## src/rtl/mole_round_timer.sv

```systemverilog
`default_nettype none
// ============================================================================
//  Module   : mole_round_timer
//  Purpose  : Runs one whack-a-mole round for the game FSM. It picks a random
//             hole, lights it, times the player's reaction in milliseconds,
//             scores the round as a hit or a miss, and hands back a 1-cycle
//             completion pulse together with the running saturating score.
//  Ports    : clk, rst_n            - clock, async active-low reset
//             play_flag, new_mole   - FSM PLAY level / round request pulse
//             buttons[NUM_HOLES]    - synchronised player buttons (active high)
//             mole_onehot           - lit hole, zero when no mole is up
//             mole_complete         - round resolved pulse
//             hit_pulse/miss_pulse  - outcome pulses, coincident with complete
//             score[12]             - accumulated score, saturates at 4095
//             last_rt_ms[16]        - last reaction time, timeout after a miss
//  Revision : 1.0 - initial release
// ============================================================================
module mole_round_timer #(
   parameter int CLKS_PER_MS     = 50000,
   parameter int MOLE_TIMEOUT_MS = 1000,
   parameter int NUM_HOLES       = 8,
   parameter int PTS_SHIFT       = 7
) (
   input  logic                 clk,
   input  logic                 rst_n,
   input  logic                 play_flag,
   input  logic                 new_mole,
   input  logic [NUM_HOLES-1:0] buttons,
   output logic [NUM_HOLES-1:0] mole_onehot,
   output logic                 mole_complete,
   output logic                 hit_pulse,
   output logic                 miss_pulse,
   output logic [11:0]          score,
   output logic [15:0]          last_rt_ms
);

   localparam int c_hole_w = $clog2(NUM_HOLES);
   localparam int c_pre_w  = (CLKS_PER_MS > 1) ? $clog2(CLKS_PER_MS) : 1;
   localparam logic [c_pre_w-1:0]   c_pre_max = c_pre_w'(CLKS_PER_MS - 1);
   localparam logic [15:0]          c_timeout = 16'(MOLE_TIMEOUT_MS);
   localparam logic [NUM_HOLES-1:0] c_one     = {{(NUM_HOLES-1){1'b0}}, 1'b1};

   typedef enum logic [1:0] {
      S_IDLE    = 2'd0,
      S_ARMED   = 2'd1,
      S_RESOLVE = 2'd2
   } state_t;

   state_t                r_state;
   state_t                w_state_nx;
   logic [15:0]           r_lfsr;
   logic [NUM_HOLES-1:0]  r_btn_q;
   logic                  r_play_q;
   logic [c_pre_w-1:0]    r_prescale;
   logic [15:0]           r_ms_cnt;
   logic [15:0]           r_rt_ms;
   logic                  r_hit;
   logic [c_hole_w-1:0]   r_prev_hole;

   logic [NUM_HOLES-1:0]  w_btn_edge;
   logic                  w_lit_edge;
   logic                  w_timeout;
   logic [c_hole_w-1:0]   w_hole_raw;
   logic [c_hole_w-1:0]   w_hole_pick;
   logic [15:0]           w_lfsr_nx;
   logic [15:0]           w_pts;
   logic [16:0]           w_sum;
   logic [11:0]           w_score_sat;

   // Right-shifting Galois form of x^16+x^14+x^13+x^11+1.
   assign w_lfsr_nx = {1'b0, r_lfsr[15:1]} ^ (r_lfsr[0] ? 16'hB400 : 16'h0000);

   // Rising edges only: a button already held when the mole lights never hits.
   assign w_btn_edge = buttons & ~r_btn_q;
   assign w_lit_edge = |(w_btn_edge & mole_onehot);
   assign w_timeout  = (r_ms_cnt == c_timeout);

   // Never light the same hole twice in a row; NUM_HOLES is a power of two so
   // the increment wraps naturally.
   assign w_hole_raw  = r_lfsr[c_hole_w-1:0];
   assign w_hole_pick = (w_hole_raw == r_prev_hole) ? w_hole_raw + c_hole_w'(1) : w_hole_raw;

   // rt_ms never exceeds the timeout, so the subtraction cannot underflow.
   // The sum is kept wide enough that a large point value still clamps.
   assign w_pts       = 16'd1 + ((c_timeout - r_rt_ms) >> PTS_SHIFT);
   assign w_sum       = {5'd0, score} + {1'b0, w_pts};
   assign w_score_sat = (w_sum > 17'd4095) ? 12'hFFF : w_sum[11:0];

   always_ff @(posedge clk or negedge rst_n) begin
      if (!rst_n) r_state <= S_IDLE;
      else        r_state <= w_state_nx;
   end

   always_comb begin
      w_state_nx = r_state;
      case (r_state)
         S_IDLE: begin
            if (new_mole && play_flag) w_state_nx = S_ARMED;
         end
         S_ARMED: begin
            if (!play_flag)                    w_state_nx = S_IDLE;
            else if (w_lit_edge || w_timeout)  w_state_nx = S_RESOLVE;
         end
         S_RESOLVE: w_state_nx = S_IDLE;
         default:   w_state_nx = S_IDLE;
      endcase
   end

   always_ff @(posedge clk or negedge rst_n) begin
      if (!rst_n) begin
         r_lfsr        <= 16'hACE1;
         r_btn_q       <= '0;
         r_play_q      <= 1'b0;
         r_prescale    <= '0;
         r_ms_cnt      <= '0;
         r_rt_ms       <= '0;
         r_hit         <= 1'b0;
         r_prev_hole   <= '0;
         mole_onehot   <= '0;
         mole_complete <= 1'b0;
         hit_pulse     <= 1'b0;
         miss_pulse    <= 1'b0;
         score         <= '0;
         last_rt_ms    <= '0;
      end else begin
         r_lfsr        <= w_lfsr_nx;
         r_btn_q       <= buttons;
         r_play_q      <= play_flag;
         mole_complete <= 1'b0;
         hit_pulse     <= 1'b0;
         miss_pulse    <= 1'b0;

         case (r_state)
            S_IDLE: begin
               if (w_state_nx == S_ARMED) begin
                  mole_onehot <= c_one << w_hole_pick;
                  r_prev_hole <= w_hole_pick;
                  r_ms_cnt    <= '0;
                  r_prescale  <= '0;
               end
            end
            S_ARMED: begin
               if (w_state_nx == S_IDLE) begin
                  mole_onehot <= '0;
               end else if (w_state_nx == S_RESOLVE) begin
                  // Hit has priority over a coincident timeout.
                  r_hit   <= w_lit_edge;
                  r_rt_ms <= r_ms_cnt;
               end else if (r_prescale == c_pre_max) begin
                  r_prescale <= '0;
                  r_ms_cnt   <= r_ms_cnt + 16'd1;
               end else begin
                  r_prescale <= r_prescale + c_pre_w'(1);
               end
            end
            S_RESOLVE: begin
               mole_onehot <= '0;
               // Dropping play_flag here aborts the round silently.
               if (play_flag) begin
                  mole_complete <= 1'b1;
                  hit_pulse     <= r_hit;
                  miss_pulse    <= ~r_hit;
                  if (r_hit) begin
                     score      <= w_score_sat;
                     last_rt_ms <= r_rt_ms;
                  end else begin
                     last_rt_ms <= c_timeout;
                  end
               end
            end
            default: mole_onehot <= '0;
         endcase

         // A new game starts from zero.
         if (play_flag && !r_play_q) begin
            score      <= '0;
            last_rt_ms <= '0;
         end
      end
   end

endmodule
`default_nettype wire

```

## config.mk

```make
export PLATFORM = sky130hd
export DESIGN_NAME = mole_round_timer
export DESIGN_NICKNAME = d
export VERILOG_FILES = /design/src/rtl/mole_round_timer.sv
export SDC_FILE = /design/constraint.sdc
export NUM_CORES = 1
export LEC_CHECK = 0
export BUFFER_PORTS_ARGS = -buffer_cell sky130_fd_sc_hd__clkbuf_2
export CAP_MARGIN = 15
export CELL_PAD_IN_SITES_DETAIL_PLACEMENT = 0
export CELL_PAD_IN_SITES_GLOBAL_PLACEMENT = 1
export CORE_ASPECT_RATIO = 2
export CORE_MARGIN = 2
export CORE_UTILIZATION = 40
export DETAILED_ROUTE_END_ITERATION = 12
export GPL_TIMING_DRIVEN = 1
export HOLD_SLACK_MARGIN = 0.08
export PLACE_DENSITY = 0.71
export SLEW_MARGIN = 20
export SYNTH_ARGS = -nofsm -noshare
export SYNTH_HDL_FRONTEND = slang
export SYNTH_SLANG_ARGS = --single-unit
```

## constraint.sdc

```tcl
create_clock -name clk -period 5.25 [get_ports clk]
set_input_delay 1.05 -clock clk [delete_from_list [all_inputs] [get_ports clk]]
set_output_delay 1.05 -clock clk [all_outputs]
set_load 0.02 [all_outputs]
```

Word-level counts from Yosys, hierarchy flattened --
Index checks and enable logic that the tools add are counted.
Operators by class: mux-type cells 33, equality and inequality tests 12, shift-type cells 1, bitwise gates (word level) 6, reductions and logical operators 18, add/sub/neg operators 6, $lt $le $gt $ge 1
Operators with widths (count):
- $mux W16 | 12
- $pmux W16 S2 | 2
- $mux W12 | 5
- $add A16 B1 Y16 const B | 2
- $and A8 B8 Y8 | 2
- $eq A16 B10 Y1 const B | 1
- $eq A16 B16 Y1 const B | 1
- $mux W8 | 2
- $pmux W8 S2 | 1
- $sub A10 B16 Y16 const A | 1
- $xor A15 B16 Y16 | 1
- $add A12 B10 Y13 | 1
- $gt A13 B12 Y1 const B | 1
- $add A1 B9 Y10 const A | 1
- $ne A2 B2 Y1 const B | 5
- $not A8 Y8 | 1
- $reduce_bool A2 Y1 | 4
- $reduce_or A8 Y1 | 1
- $shl A1 B3 Y8 const A | 1
- $mux W1 | 6
- $mux W2 | 3
- $reduce_and A2 Y1 | 3
- $reduce_and A3 Y1 | 2
- $reduce_and A5 Y1 | 1
- 12 further kinds | 17
Storage, ports and cells: bits of input ports 12, output and inout port bits 39, flip-flop bits (word level) 118

Depth between registers and ports, before layout --
Gate-level depths: netlist of the first run.
depth after elaboration 12, gate-level depth with buffers 16, mapped depth without buffers 15

Least setup slack after synthesis of the first run --
No wires, ideal clock.
path type reg-to-reg, from register r_rt_ms[0], to register score[9], path slack 1.757 ns, data arrival time 3.369 ns, cell stages (with the launch flop) 16, data required time 5.126 ns, period minus slack after synthesis 3.493 ns, library setup time 0.124 ns, cell sequence dfrtp_1 or3_1 a21oi_1 nor2_1 and3_1 and2_1 clkbuf_1 nor4_1 xnor2_1 ha_1 and3_1 a221o_1 a31oi_1 o21ai_0 and3b_1 a211o_1
On the way: cells in the longest elaborated chain, start to end 9
Ends and longest elaborated chain:
- start, declared | RTL line 56 | logic [15:0] r_rt_ms;
- start signal, assigned | RTL line 148 | r_rt_ms <= r_ms_cnt;
- $sub A10 B16 Y16 * | RTL line 85 | assign w_pts = 16'd1 + ((c_timeout - r_rt_ms) >> PTS_SHIFT);
- $add A1 B9 Y10 * | RTL line 85
- $add A12 B10 Y13 * | RTL line 86 | assign w_sum = {5'd0, score} + {1'b0, w_pts};
- $gt A13 B12 Y1 | RTL line 87 | assign w_score_sat = (w_sum > 17'd4095) ? 12'hFFF : w_sum[11:0];
- $mux W12 * | RTL line 87
- $mux W12 * | RTL line 163 | if (r_hit) begin
- $mux W12 * | RTL line 159 | if (play_flag) begin
- $mux W12 * | RTL line 133 | case (r_state)
- $mux W12 * | RTL line 175 | if (play_flag && !r_play_q) begin
- end signal, assigned | RTL line 164 | score <= w_score_sat;
- end, declared | RTL line 33 | output logic [11:0] score,
Mark *: on every way between the ends. The rest lies on a longest branch, timed or not. The select of a mux whose other input is x is not followed. A chain may end at the register's enable or synchronous reset.

Final worst setup path of the first run --
Same ends and word-level chain as after synthesis.

==> impl_metrics.tcl, run 1 <==
set metrics [dict create \
    floorplan.die.height_um 171 \
    postRouteAntennaNets 0 \
    synth_edf_count 0 \
    min_path_cells 0 \
    ys_ff_latch 118 \
    antennaDiodeCount 0 \
    cts_num_sinks 118 \
    coreArea_sq_mm 0.0137 \
    final_cell_mix "sky130_fd_sc_hd__dfrtp_1 (110), sky130_fd_sc_hd__nand2_1 (65), sky130_fd_sc_hd__clkbuf_2 (49)" \
    die_width_um 87.5 \
    drt_first_iter_violations 163 \
    htree_levels 4 \
    postLayoutCellArea_sq_mm 0.00660 \
    peakVddDrop_mv 0.225 \
    layout_min_cycle_time_ps 3730 \
    routed_wire_length_per_instance_um 16.4 \
    antenna_found_initial 0 \
    cts_hold_repair.buffers 0 \
    area_growth_pct 18.3 \
    cts_max_path_buffers 2 \
    final_net_count 606 \
    rr_worst_depth 14 \
    worst_hold_slack_ps 350 \
    max_freq_mhz 268 \
    startpoint_type "flop" \
    grt_first_pass_wirelength_um 20800 \
    drt_pre_antenna_iters 5 \
    synth-async-reset-ratio_pct 100 \
    fp.dieArea_sq_mm 0.0150 \
    cap_violations 0 \
    viasPerCell 5.42 \
    end_kind "flop" \
    crit_required_ps 5540 \
    critical_path_cell_count 14 \
    cts_tree "yes" \
    clock-skew-final_ps 8.42 \
    period_utilisation_layout_pct 71.1 \
    final-setup-viol-count 0 \
    synth-seq-area-share_pct 53.1 \
    leakage_nw 3.19 \
    mostFrequentLayoutCell "sky130_fd_sc_hd__dfrtp_1" \
    placementRows 61 \
    final_gp_congestion 0.785 \
    crit_arrival_ps 4030 \
    ios 51 \
    final_layout_size_suffix_gt1_share_pct 21.3 \
    finish.cell_count_without_fillers 748 \
    critical_path.top_delay_family "simple AND/OR/NAND/NOR gates" \
    totalNegativeSetupSlack_ps 0 \
    timing.critical_path.cells "or3_1, a21oi_1, nor2_1, and3_1, and2_1, nor4_1, xnor2_1, ha_1, and3_1, a221o_1, a31oi_1, o21ai_0, and3b_1, a211o_1" \
    critical_path_buf_inv_count 0 \
    ys_types 54 \
    grt_util_all_layers_pct 17.8 \
    outcome "finished clean" \
    yosys_warnings 0 \
    remaining_drc_errors 0 \
    syn-cell-area_sq_mm 0.00558 \
    post_cts_resized 0 \
    totalPowerFinal_mw 2.68 \
    port_buffers 50 \
    maximum_number_of_pins_on_one_net_before_global_route_repair 43 \
    remaining_max_slew_budget_at_the_tightest_pin_pct 34.8 \
    ys_dominant_reg_cell "sky130_fd_sc_hd__dfrtp_1" \
    grt_setup_unrepaired "false" \
    worst_pin_slew_ps 979 \
    worstSetupPathType "flop to flop" \
    drt-total-wl_um 12200 \
    syn_nets 554 \
    post_cts_buffers 0 \
    critPathMostFrequentCell "sky130_fd_sc_hd__and3_1" \
    syn_inst 526 \
    post-dp-hpwl_um 8610 \
    postSynthAreaPerCell_sq_um 10.6 \
    post_place_cell_area_sq_mm 0.00599 \
    floorplan.initialDensity_pct 40.6 \
    maxSlewViolCount 0 \
    hold_path.class "flop to flop" \
    power_per_cell_area_mw_per_mm2 405 \
    worst_skew_pair.late_latency_ps 410 \
    clk_pin_slew_ps 60 \
    via_count_of_the_routed_design 4056 \
    critical_path_top_delay_cell "sky130_fd_sc_hd__dfrtp_1" \
    slowest_delay_ps 390 \
    grt_overflow 0 \
    number_of_buffers_created_by_cts 17 \
    critical_path.max_fanout 6 \
    place.detailed.instances 716 \
    cts.root.buffer_cell "sky130_fd_sc_hd__clkbuf_16" \
    hold_violations 0 \
    grt_pass1_vias 4072 \
]
logic make-up after synthesis:
family | count (synthesis) | share of synthesized area (%)
and+or+nand+nor | 186 | 16.8
AOI/OAI and AO/OA | 121 | 15.1
DFF | 118 | 53.1
buffers and inverters | 33 | 2.22
xor gates and xnor gates | 32 | 5.02
muxes | 20 | 3.97
adders and majority gates | 16 | 3.72
cell usage after synthesis (2+ instances only):
cell type	n	area, sq um
sky130_fd_sc_hd__dfrtp_1	110	2750
sky130_fd_sc_hd__nand2_1	65	244
sky130_fd_sc_hd__o21ai_0	40	200
sky130_fd_sc_hd__nor2_1	31	116
sky130_fd_sc_hd__clkbuf_1	22	82.6
sky130_fd_sc_hd__a22o_1	20	175
sky130_fd_sc_hd__xnor2_1	19	166
sky130_fd_sc_hd__mux2_2	17	191
sky130_fd_sc_hd__a21oi_1	16	80.1
sky130_fd_sc_hd__nand3_1	16	80.1
sky130_fd_sc_hd__ha_1	15	188
sky130_fd_sc_hd__nor2b_1	13	81.3
sky130_fd_sc_hd__xor2_1	13	114
sky130_fd_sc_hd__and3_1	10	62.6
sky130_fd_sc_hd__inv_1	10	37.5
sky130_fd_sc_hd__a211oi_1	9	67.6
sky130_fd_sc_hd__and2_1	9	56.3
sky130_fd_sc_hd__nand2b_1	9	56.3
sky130_fd_sc_hd__dfstp_2	8	210
sky130_fd_sc_hd__nand4_1	8	50.1
sky130_fd_sc_hd__o31ai_1	7	52.6
sky130_fd_sc_hd__a21o_1	6	45.0
sky130_fd_sc_hd__a31oi_1	5	31.3
sky130_fd_sc_hd__nor3_1	4	20.0
sky130_fd_sc_hd__mux2i_1	3	30.0
sky130_fd_sc_hd__nor4_1	3	18.8
sky130_fd_sc_hd__or3_1	3	18.8
sky130_fd_sc_hd__and3b_1	2	17.5
sky130_fd_sc_hd__nand3b_1	2	15.0
sky130_fd_sc_hd__nor4b_1	2	17.5
sky130_fd_sc_hd__o22a_1	2	17.5
sky130_fd_sc_hd__o22ai_1	2	12.5
sky130_fd_sc_hd__o41ai_1	2	17.5
sky130_fd_sc_hd__or3b_2	2	17.5
sky130_fd_sc_hd__or4_4	2	22.5
metrics by stage:
stage                     setup slack (ps)  utilization (%)
final                                 1520             48.0
after global routing                  1140             48.0
after CTS                             1510             48.0
after detailed placement              1520             43.6
after global placement                1590             43.6
after floorplan                       1760                -
registers in the layout, indices dropped and copies added (netlist names), 3 cells and up:
register	count
r_prev_hole	3
last_rt_ms	16
r_prescale	16
score	12
r_rt_ms	16
mole_onehot	8
r_btn_q	8
r_ms_cnt	16
r_lfsr	16
worst reg2reg max path, delay by kind of cell, from the launching register on:
kind                       cells  cell delay [ps]
AOI/OAI and AO/OA              5             1190
DFF                            1              390
adders and majority gates      1              290
and+or+nand+nor                7             1590
xor gates and xnor gates       1              160
final cells by class:
type / count / area [sq um]
repair buffers: 56 / 298
well taps: 157 / 196
clock inverters: 14 / 163
inverters: 10 / 37.5
fillers: 1263 / 7140
multi-input cells: 375 / 2500
flip-flops and latches: 118 / 2960
clock buffers: 18 / 439
power by group:
part	switching, mW	total, mW	internal [mW]
sequential	0.0639	1.03	0.969
clock	0.444	1.17	0.722
combinational	0.312	0.476	0.165
total	0.819	2.68	1.86
routing by layer:
layer / vias to the layer above / part of all wire [%] / global-route usage (%)
li1: 1988 / - / -
met1: 1978 / 48 / 24.0
met2: 70 / 48 / 27.0
met3: 20 / 2.0 / 4.58
met4: 0 / 2.7 / 7.69
met5: - / 0 / 0
final timing paths:
path	slack, ps	start	endpoint
min in group asynchronous	590	rst_n	r_btn_q[6]$_DFF_PN0_
worst min register to register	350	r_lfsr[8]$_DFF_PN0_	r_lfsr[7]$_DFF_PN1_
worst max-delay path	1520	r_rt_ms[0]$_DFFE_PN0P_	score[9]$_DFFE_PN0P_
worst max register to register	1520	r_rt_ms[0]$_DFFE_PN0P_	score[9]$_DFFE_PN0P_
max in group asynchronous	3740	rst_n	r_prescale[3]$_DFFE_PN0P_
worst min-delay path	350	r_lfsr[8]$_DFF_PN0_	r_lfsr[7]$_DFF_PN1_
(Power assumes the default switching activity.)
==> run 2: changes to the inputs <==
ABC_AREA = 1   (was default)
PLACE_DENSITY = 0.75   (was 0.71)
clock period = 3.6 ns   (was 5.25 ns; I/O delays follow)
==> impl_metrics.tcl, run 2 <==
set metrics [dict create \
    crit_required_ps 3910 \
    viasPerCell 4.97 \
    cts_hold_repair.buffers 0 \
    cap_violations 0 \
    fp.dieArea_sq_mm 0.0171 \
    layout_min_cycle_time_ps 2830 \
    internal-power_mw 2.86 \
    power_per_cell_area_mw_per_mm2 604 \
    grt_overflow 0 \
    synthDominantCellAreaShare_pct 43.1 \
    grt_first_pass_wirelength_um 28400 \
    hold_path.class "primary input to asynchronous set/reset pin" \
    syn_nets 884 \
    timing.critical_path.cells "nand2_1, nor2_1, nand2_1, nor2_1, nand3_1, nand2_1, xor2_1, ha_1, nand2_1, inv_1, nand2_1, nand2_1, nand2_1, o21ai_0, nor2_1, buf_4, o21ai_0, nand2_1, nand2_1" \
    maximum_number_of_pins_on_one_net_before_global_route_repair 68 \
    totalNegativeSetupSlack_ps 0 \
    peakVddDrop_mv 0.429 \
    max_freq_mhz 353 \
    synth_top_area_cell "sky130_fd_sc_hd__dfrtp_1" \
    drt-total-wl_um 17600 \
    clk_pin_slew_ps 60 \
    final_cell_mix "sky130_fd_sc_hd__nand2_1 (284), sky130_fd_sc_hd__dfrtp_1 (110), sky130_fd_sc_hd__nor2_1 (106)" \
    cts_tree "yes" \
    synth_edf_count 0 \
    synth_area_leaders "sky130_fd_sc_hd__dfrtp_1 (43%), sky130_fd_sc_hd__nand2_1 (17%), sky130_fd_sc_hd__nand3_1 (6.5%)" \
    coreArea_sq_mm 0.0157 \
    area_growth_pct 16.4 \
    leading_cell_type_by_number_of_instances_after_synthesis "sky130_fd_sc_hd__nand2_1" \
    power.switching_mw 1.63 \
    post_synth_most_frequent_cells "sky130_fd_sc_hd__nand2_1 (284), sky130_fd_sc_hd__dfrtp_1 (110), sky130_fd_sc_hd__nor2_1 (106)" \
    postRouteAntennaNets 0 \
    via_count_of_the_routed_design 5602 \
    post_cts_buffers 0 \
    post-dp-hpwl_um 13400 \
    final_gp_congestion 0.935 \
    critical_path_buf_inv_count 2 \
    worst_pin_slew_ps 728 \
    crit_arrival_ps 3150 \
    power.combinational.fraction_pct 27.5 \
    number_of_buffers_created_by_cts 17 \
    outcome "finished clean" \
    hold_violations 0 \
    die_width_um 93.4 \
    final_net_count 942 \
    multiInputGateArea_sq_mm 0.00295 \
    syn-cell-area_sq_mm 0.00639 \
    final-setup-viol-count 0 \
    grt_util_all_layers_pct 21.9 \
    ys_types 36 \
    grt_pass1_vias 5741 \
    syn_inst 856 \
    maxSlewViolCount 0 \
    critical_path.max_fanout 7 \
    ys_ff_latch 118 \
    ios 51 \
    remaining_drc_errors 0 \
    filler_cell_count 1662 \
    critPathMostFrequentCell "sky130_fd_sc_hd__nand2_1" \
    leakage_nw 3.76 \
    postLayoutCellArea_sq_mm 0.00744 \
    ys_dominant_reg_cell "sky130_fd_sc_hd__dfrtp_1" \
    synth-async-reset-ratio_pct 100 \
    startpoint_type "flop" \
    post_place_cell_area_sq_mm 0.00686 \
    final_layout_size_suffix_gt1_share_pct 12.4 \
    clock-skew-final_ps 12.0 \
    grt_setup_unrepaired "false" \
    remaining_max_slew_budget_at_the_tightest_pin_pct 51.3 \
    htree_levels 4 \
    power.clock.fraction_pct 36.8 \
    slowest_delay_ps 400 \
    cts_max_path_buffers 2 \
    worst_skew_pair.late_latency_ps 420 \
    synth-seq-area-share_pct 46.4 \
    antennaDiodeCount 0 \
    seq_power_share_pct 35.6 \
    period_utilisation_layout_pct 78.7 \
    critical_path.top_delay_family "simple AND/OR/NAND/NOR gates" \
    end_kind "flop" \
    worstSetupPathType "flop to flop" \
    antenna_found_initial 0 \
    critical_path_top_delay_cell "sky130_fd_sc_hd__dfrtp_1" \
    yosys_warnings 0 \
    floorplan.die.height_um 183 \
    placementRows 65 \
    power.switching_fraction_pct 36.3 \
    floorplan.initialDensity_pct 40.7 \
    drt_first_iter_violations 259 \
    cts.root.buffer_cell "sky130_fd_sc_hd__clkbuf_16" \
    drt_pre_antenna_iters 4 \
    cts_num_sinks 118 \
    postSynthAreaPerCell_sq_um 7.46 \
    sequential_cell_area_sq_mm 0.00296 \
    port_buffers 50 \
    routed_wire_length_per_instance_um 15.6 \
    post_cts_resized 0 \
    mostFrequentLayoutCell "sky130_fd_sc_hd__nand2_1" \
]
==> run 2: cell count changes in the layout (fill, tap and decap cells not counted), sizes merged, moves of 10 or more <==
cell / previous run / this run
a21oi: 17 / 6
a22o: 20 / 0
inv: 16 / 103
mux2: 17 / 0
nand2: 65 / 290
nand3: 16 / 83
nor2: 31 / 109
nor2b: 13 / 0
o22ai: 2 / 12
xnor2: 19 / 8
==> run 2: worst reg2reg max path, stage by stage (launching register included) <==
cell	delay, ps
sky130_fd_sc_hd__dfrtp_1	400
sky130_fd_sc_hd__nand2_1	70
sky130_fd_sc_hd__nor2_1	140
sky130_fd_sc_hd__nand2_1	70
sky130_fd_sc_hd__nor2_1	180
sky130_fd_sc_hd__nand3_1	270
sky130_fd_sc_hd__nand2_1	190
sky130_fd_sc_hd__xor2_1	170
sky130_fd_sc_hd__ha_1	300
sky130_fd_sc_hd__nand2_1	120
sky130_fd_sc_hd__inv_1	40
sky130_fd_sc_hd__nand2_1	50
sky130_fd_sc_hd__nand2_1	70
sky130_fd_sc_hd__nand2_1	60
sky130_fd_sc_hd__o21ai_0	70
sky130_fd_sc_hd__nor2_1	140
sky130_fd_sc_hd__buf_4	170
sky130_fd_sc_hd__o21ai_0	90
sky130_fd_sc_hd__nand2_1	80
sky130_fd_sc_hd__nand2_1	50
==> run 2: final cells by class <==
class                   instances  share of cell area (%)
clock buffers                  19                    6.09
clock inverters                13                    1.65
inverters                     100                    5.05
multi-input cells             619                    39.6
flip-flops and latches        118                    39.8
well taps                     201                    3.38
repair buffers                 58                    4.37
==> run 2: stage by stage <==
stage	hold WS [ps]	utilization, %	instances	power (mW)	setup slack [ps]
6_report	128	47.4	1128	4.49	767
2_1_floorplan	331	-	856	2.51	1160
3_5_place_dp	337	43.7	1096	2.87	796
3_3_place_gp	336	43.7	1096	2.86	873
4_1_cts	118	47.4	1128	4.54	760
5_1_grt	135	47.4	1128	4.76	343
==> run 2: per-layer routing <==
layer / global-route usage (%) / up-vias / part of all wire [%]
met5: 0 / - / 0
met4: 9.59 / 0 / 3.2
met3: 3.49 / 34 / 1.9
met2: 44.9 / 79 / 61
met1: 19.9 / 2656 / 34
li1: - / 2833 / -
==> run 2: logic make-up after synthesis <==
kind of cell             after synthesis  synth area share, %
buffers and inverters                119                 7.52
flip-flops                           118                 46.4
adder cells (fa/ha/maj)               16                 3.25
AND/OR/NAND/NOR                      516                 34.1
XOR/XNOR                              25                 3.54
AO/OA/AOI/OAI                         62                 5.21
==> run 2: final timing paths <==
| path | startpoint | endpoint | slack, ps | cells after the start |
|---|---|---|---|---|
| worst max-delay path | r_rt_ms[5]$_DFFE_PN0P_ | score[2]$_DFFE_PN0P_ | 770 | 19 |
| worst min-delay path | rst_n | score[11]$_DFFE_PN0P_ | 130 | 1 |
| worst max register to register | r_rt_ms[5]$_DFFE_PN0P_ | score[2]$_DFFE_PN0P_ | 770 | 19 |
| worst min register to register | r_lfsr[7]$_DFF_PN1_ | r_lfsr[6]$_DFF_PN1_ | 350 | 0 |
| max in group asynchronous | rst_n | r_rt_ms[12]$_DFFE_PN0P_ | 2690 | 2 |
| min in group clk | r_lfsr[7]$_DFF_PN1_ | r_lfsr[6]$_DFF_PN1_ | 350 | 0 |
==> run 2: power by group through the flow <==
stage	clock network, mW	logic (mW)	registers (mW)
2_1_floorplan	0	0.893	1.61
3_3_place_gp	0	1.24	1.62
3_5_place_dp	0	1.24	1.62
4_1_cts	1.69	1.25	1.60
5_1_grt	1.73	1.41	1.62
6_report	1.65	1.24	1.60
==> run 3: changes to the inputs <==
PLACE_DENSITY = 0.78   (was 0.75)
clock period = 2.6 ns   (was 3.6 ns; I/O delays follow)
==> impl_metrics.tcl, run 3 (synthesis results as in run 2) <==
set metrics [dict create \
    power.switching_fraction_pct 34.9 \
    crit_arrival_ps 2890 \
    critical_path.max_fanout 6 \
    leakage_nw 3.96 \
    power_per_cell_area_mw_per_mm2 880 \
    floorplan.die.height_um 183 \
    antenna_found_initial 0 \
    htree_levels 4 \
    outcome "finished clean" \
    critical_path_source "r_rt_ms[4]$_DFFE_PN0P_" \
    postLayoutCellArea_sq_mm 0.00783 \
    r2r_end "score[2]$_DFFE_PN0P_" \
    max_freq_mhz 387 \
    cts_tree "yes" \
    grt_overflow 0 \
    final_cell_mix "sky130_fd_sc_hd__nand2_1 (277), sky130_fd_sc_hd__dfrtp_1 (110), sky130_fd_sc_hd__nor2_1 (102)" \
    final-setup-viol-count 0 \
    postRouteAntennaNets 0 \
    internal-power_mw 4.48 \
    drt-total-wl_um 17700 \
    slowest_delay_ps 370 \
    final_util_pct 49.9 \
    worst_hold_slack_ps 164 \
    floorplan.initialDensity_pct 40.7 \
    place.detailed.instances 1128 \
    clk_pin_slew_ps 60 \
    worstSetupPathType "flop to flop" \
    filler_cell_count 1595 \
    area_growth_pct 22.5 \
    post_place_cell_area_sq_mm 0.00710 \
    number_of_buffers_created_by_cts 17 \
    critical_path_top_delay_cell "sky130_fd_sc_hd__dfrtp_1" \
    critPathMostFrequentCell "sky130_fd_sc_hd__nand2_1" \
    crit_required_ps 2910 \
    remaining_drc_errors 0 \
    coreArea_sq_mm 0.0157 \
    peakVddDrop_mv 0.609 \
    post-dp-hpwl_um 13300 \
    hold_path.class "primary input to asynchronous set/reset pin" \
    finish.cell_count_without_fillers 1160 \
    mostFrequentLayoutCell "sky130_fd_sc_hd__nand2_1" \
    port_buffers 50 \
    grt_pass1_vias 5803 \
    power.combinational.fraction_pct 31.1 \
    grt_util_all_layers_pct 22.0 \
    layout_min_cycle_time_ps 2580 \
    routed_wire_length_per_instance_um 15.3 \
    hold_violations 0 \
    grt_setup_unrepaired "true" \
    final_net_count 974 \
    worst_skew_pair.late_latency_ps 420 \
    die_width_um 93.4 \
    viasPerCell 4.94 \
    cts_max_path_buffers 2 \
    placementRows 65 \
    seq_power_share_pct 32.1 \
    maximum_number_of_pins_on_one_net_before_global_route_repair 119 \
    maxSlewViolCount 0 \
    via_count_of_the_routed_design 5725 \
    fp.dieArea_sq_mm 0.0171 \
    power.clock.fraction_pct 36.8 \
    cap_violations 0 \
    end_kind "flop" \
    rr_worst_depth 20 \
    antennaDiodeCount 0 \
    postLayoutSetupSlackWorst_ps 18.9 \
    drt_pre_antenna_iters 6 \
    dp_worst_setup_slack_ps -97.9 \
    grt_first_pass_wirelength_um 28600 \
    cts.root.buffer_cell "sky130_fd_sc_hd__clkbuf_16" \
    timing.critical_path.cells "nor2_1, nor2_1, nand2_1, nor2_2, nand3_2, buf_6, a21oi_2, nor2_2, ha_1, nand2_1, nand2_1, nand2_1, nand2_1, nand2_1, o21ai_1, nor2_1, buf_4, o21ai_1, nand2_1, nand2_1" \
    power.switching_mw 2.41 \
    cts_num_sinks 118 \
    worst_pin_slew_ps 1020 \
    ios 51 \
    remaining_max_slew_budget_at_the_tightest_pin_pct 31.9 \
    critical_path.reg2reg.startpoint "r_rt_ms[4]$_DFFE_PN0P_" \
    period_utilisation_layout_pct 99.3 \
    clock-skew-final_ps 7.05 \
    final_gp_congestion 0.961 \
    startpoint_type "flop" \
    ff2ff_setup_slack_ps 20 \
    cts_hold_repair.buffers 0 \
    final_layout_size_suffix_gt1_share_pct 17.5 \
    drt_first_iter_violations 200 \
]
## run 3: area by class of cell
class,instances,area (sq um),share of cell area (%)
Clock buffer,18,429,5.48
Clock inverter,14,199,2.54
Inverter,100,375,4.80
Multi-Input combinational cell,619,3040,38.8
Sequential cell,118,2960,37.9
Tap cell,201,251,3.21
Timing Repair Buffer,90,569,7.27
## run 3: worst max path at each step
stage,endpoint,depth (start not counted)
4_1_cts,score[2]$_DFFE_PN0P_,19
2_1_floorplan,score[2]$_DFFE_PN0P_,19
3_3_place_gp,score[8]$_DFFE_PN0P_,18
3_5_place_dp,score[8]$_DFFE_PN0P_,18
6_report,score[2]$_DFFE_PN0P_,20
5_1_grt,score[0]$_DFFE_PN0P_,19
## run 3: layer usage
layer / GRT usage (%) / part of all wire [%] / vias to the layer above
li1: - / - / 2886
met1: 19.9 / 35 / 2723
met2: 44.5 / 60 / 88
met3: 4.44 / 2.0 / 28
met4: 9.94 / 3.1 / 0
met5: 0 / 0 / -
## run 3: power groups by stage
stage | clock (mW) | combinational [mW] | sequential, mW
6_report | 2.54 | 2.14 | 2.21
5_1_grt | 2.65 | 2.40 | 2.24
4_1_cts | 2.57 | 2.05 | 2.21
3_3_place_gp | 0 | 2.02 | 2.23
3_5_place_dp | 0 | 2.02 | 2.24
2_1_floorplan | 0 | 1.24 | 2.23
## run 3: worst max-delay path, delay by kind of cell, from the launching register on
| family | cells | cell delay (ps) |
|---|---|---|
| AND/OR/NAND/NOR | 14 | 1170 |
| flip-flops | 1 | 370 |
| buffers and inverters | 2 | 340 |
| adder cells (fa/ha/maj) | 1 | 320 |
| AO/OA/AOI/OAI | 3 | 260 |
## run 3: timing repair
| item | in CTS | in global routing |
|---|---|---|
| pin swaps | 2 | 14 |
| setup endpoints to repair | 11 | 12 |
| endpoints found under the hold margin | 0 | 0 |
| buffers inserted | 0 | 0 |
| resized for setup | 6 | 22 |
## run 3: per-stage QoR
step | TNS, ps | total power [mW]
4_1_cts | 0 | 6.83
6_report | 0 | 6.89
3_3_place_gp | -527 | 4.26
3_5_place_dp | -439 | 4.26
5_1_grt | -2230 | 7.29
2_1_floorplan | 0 | 3.47
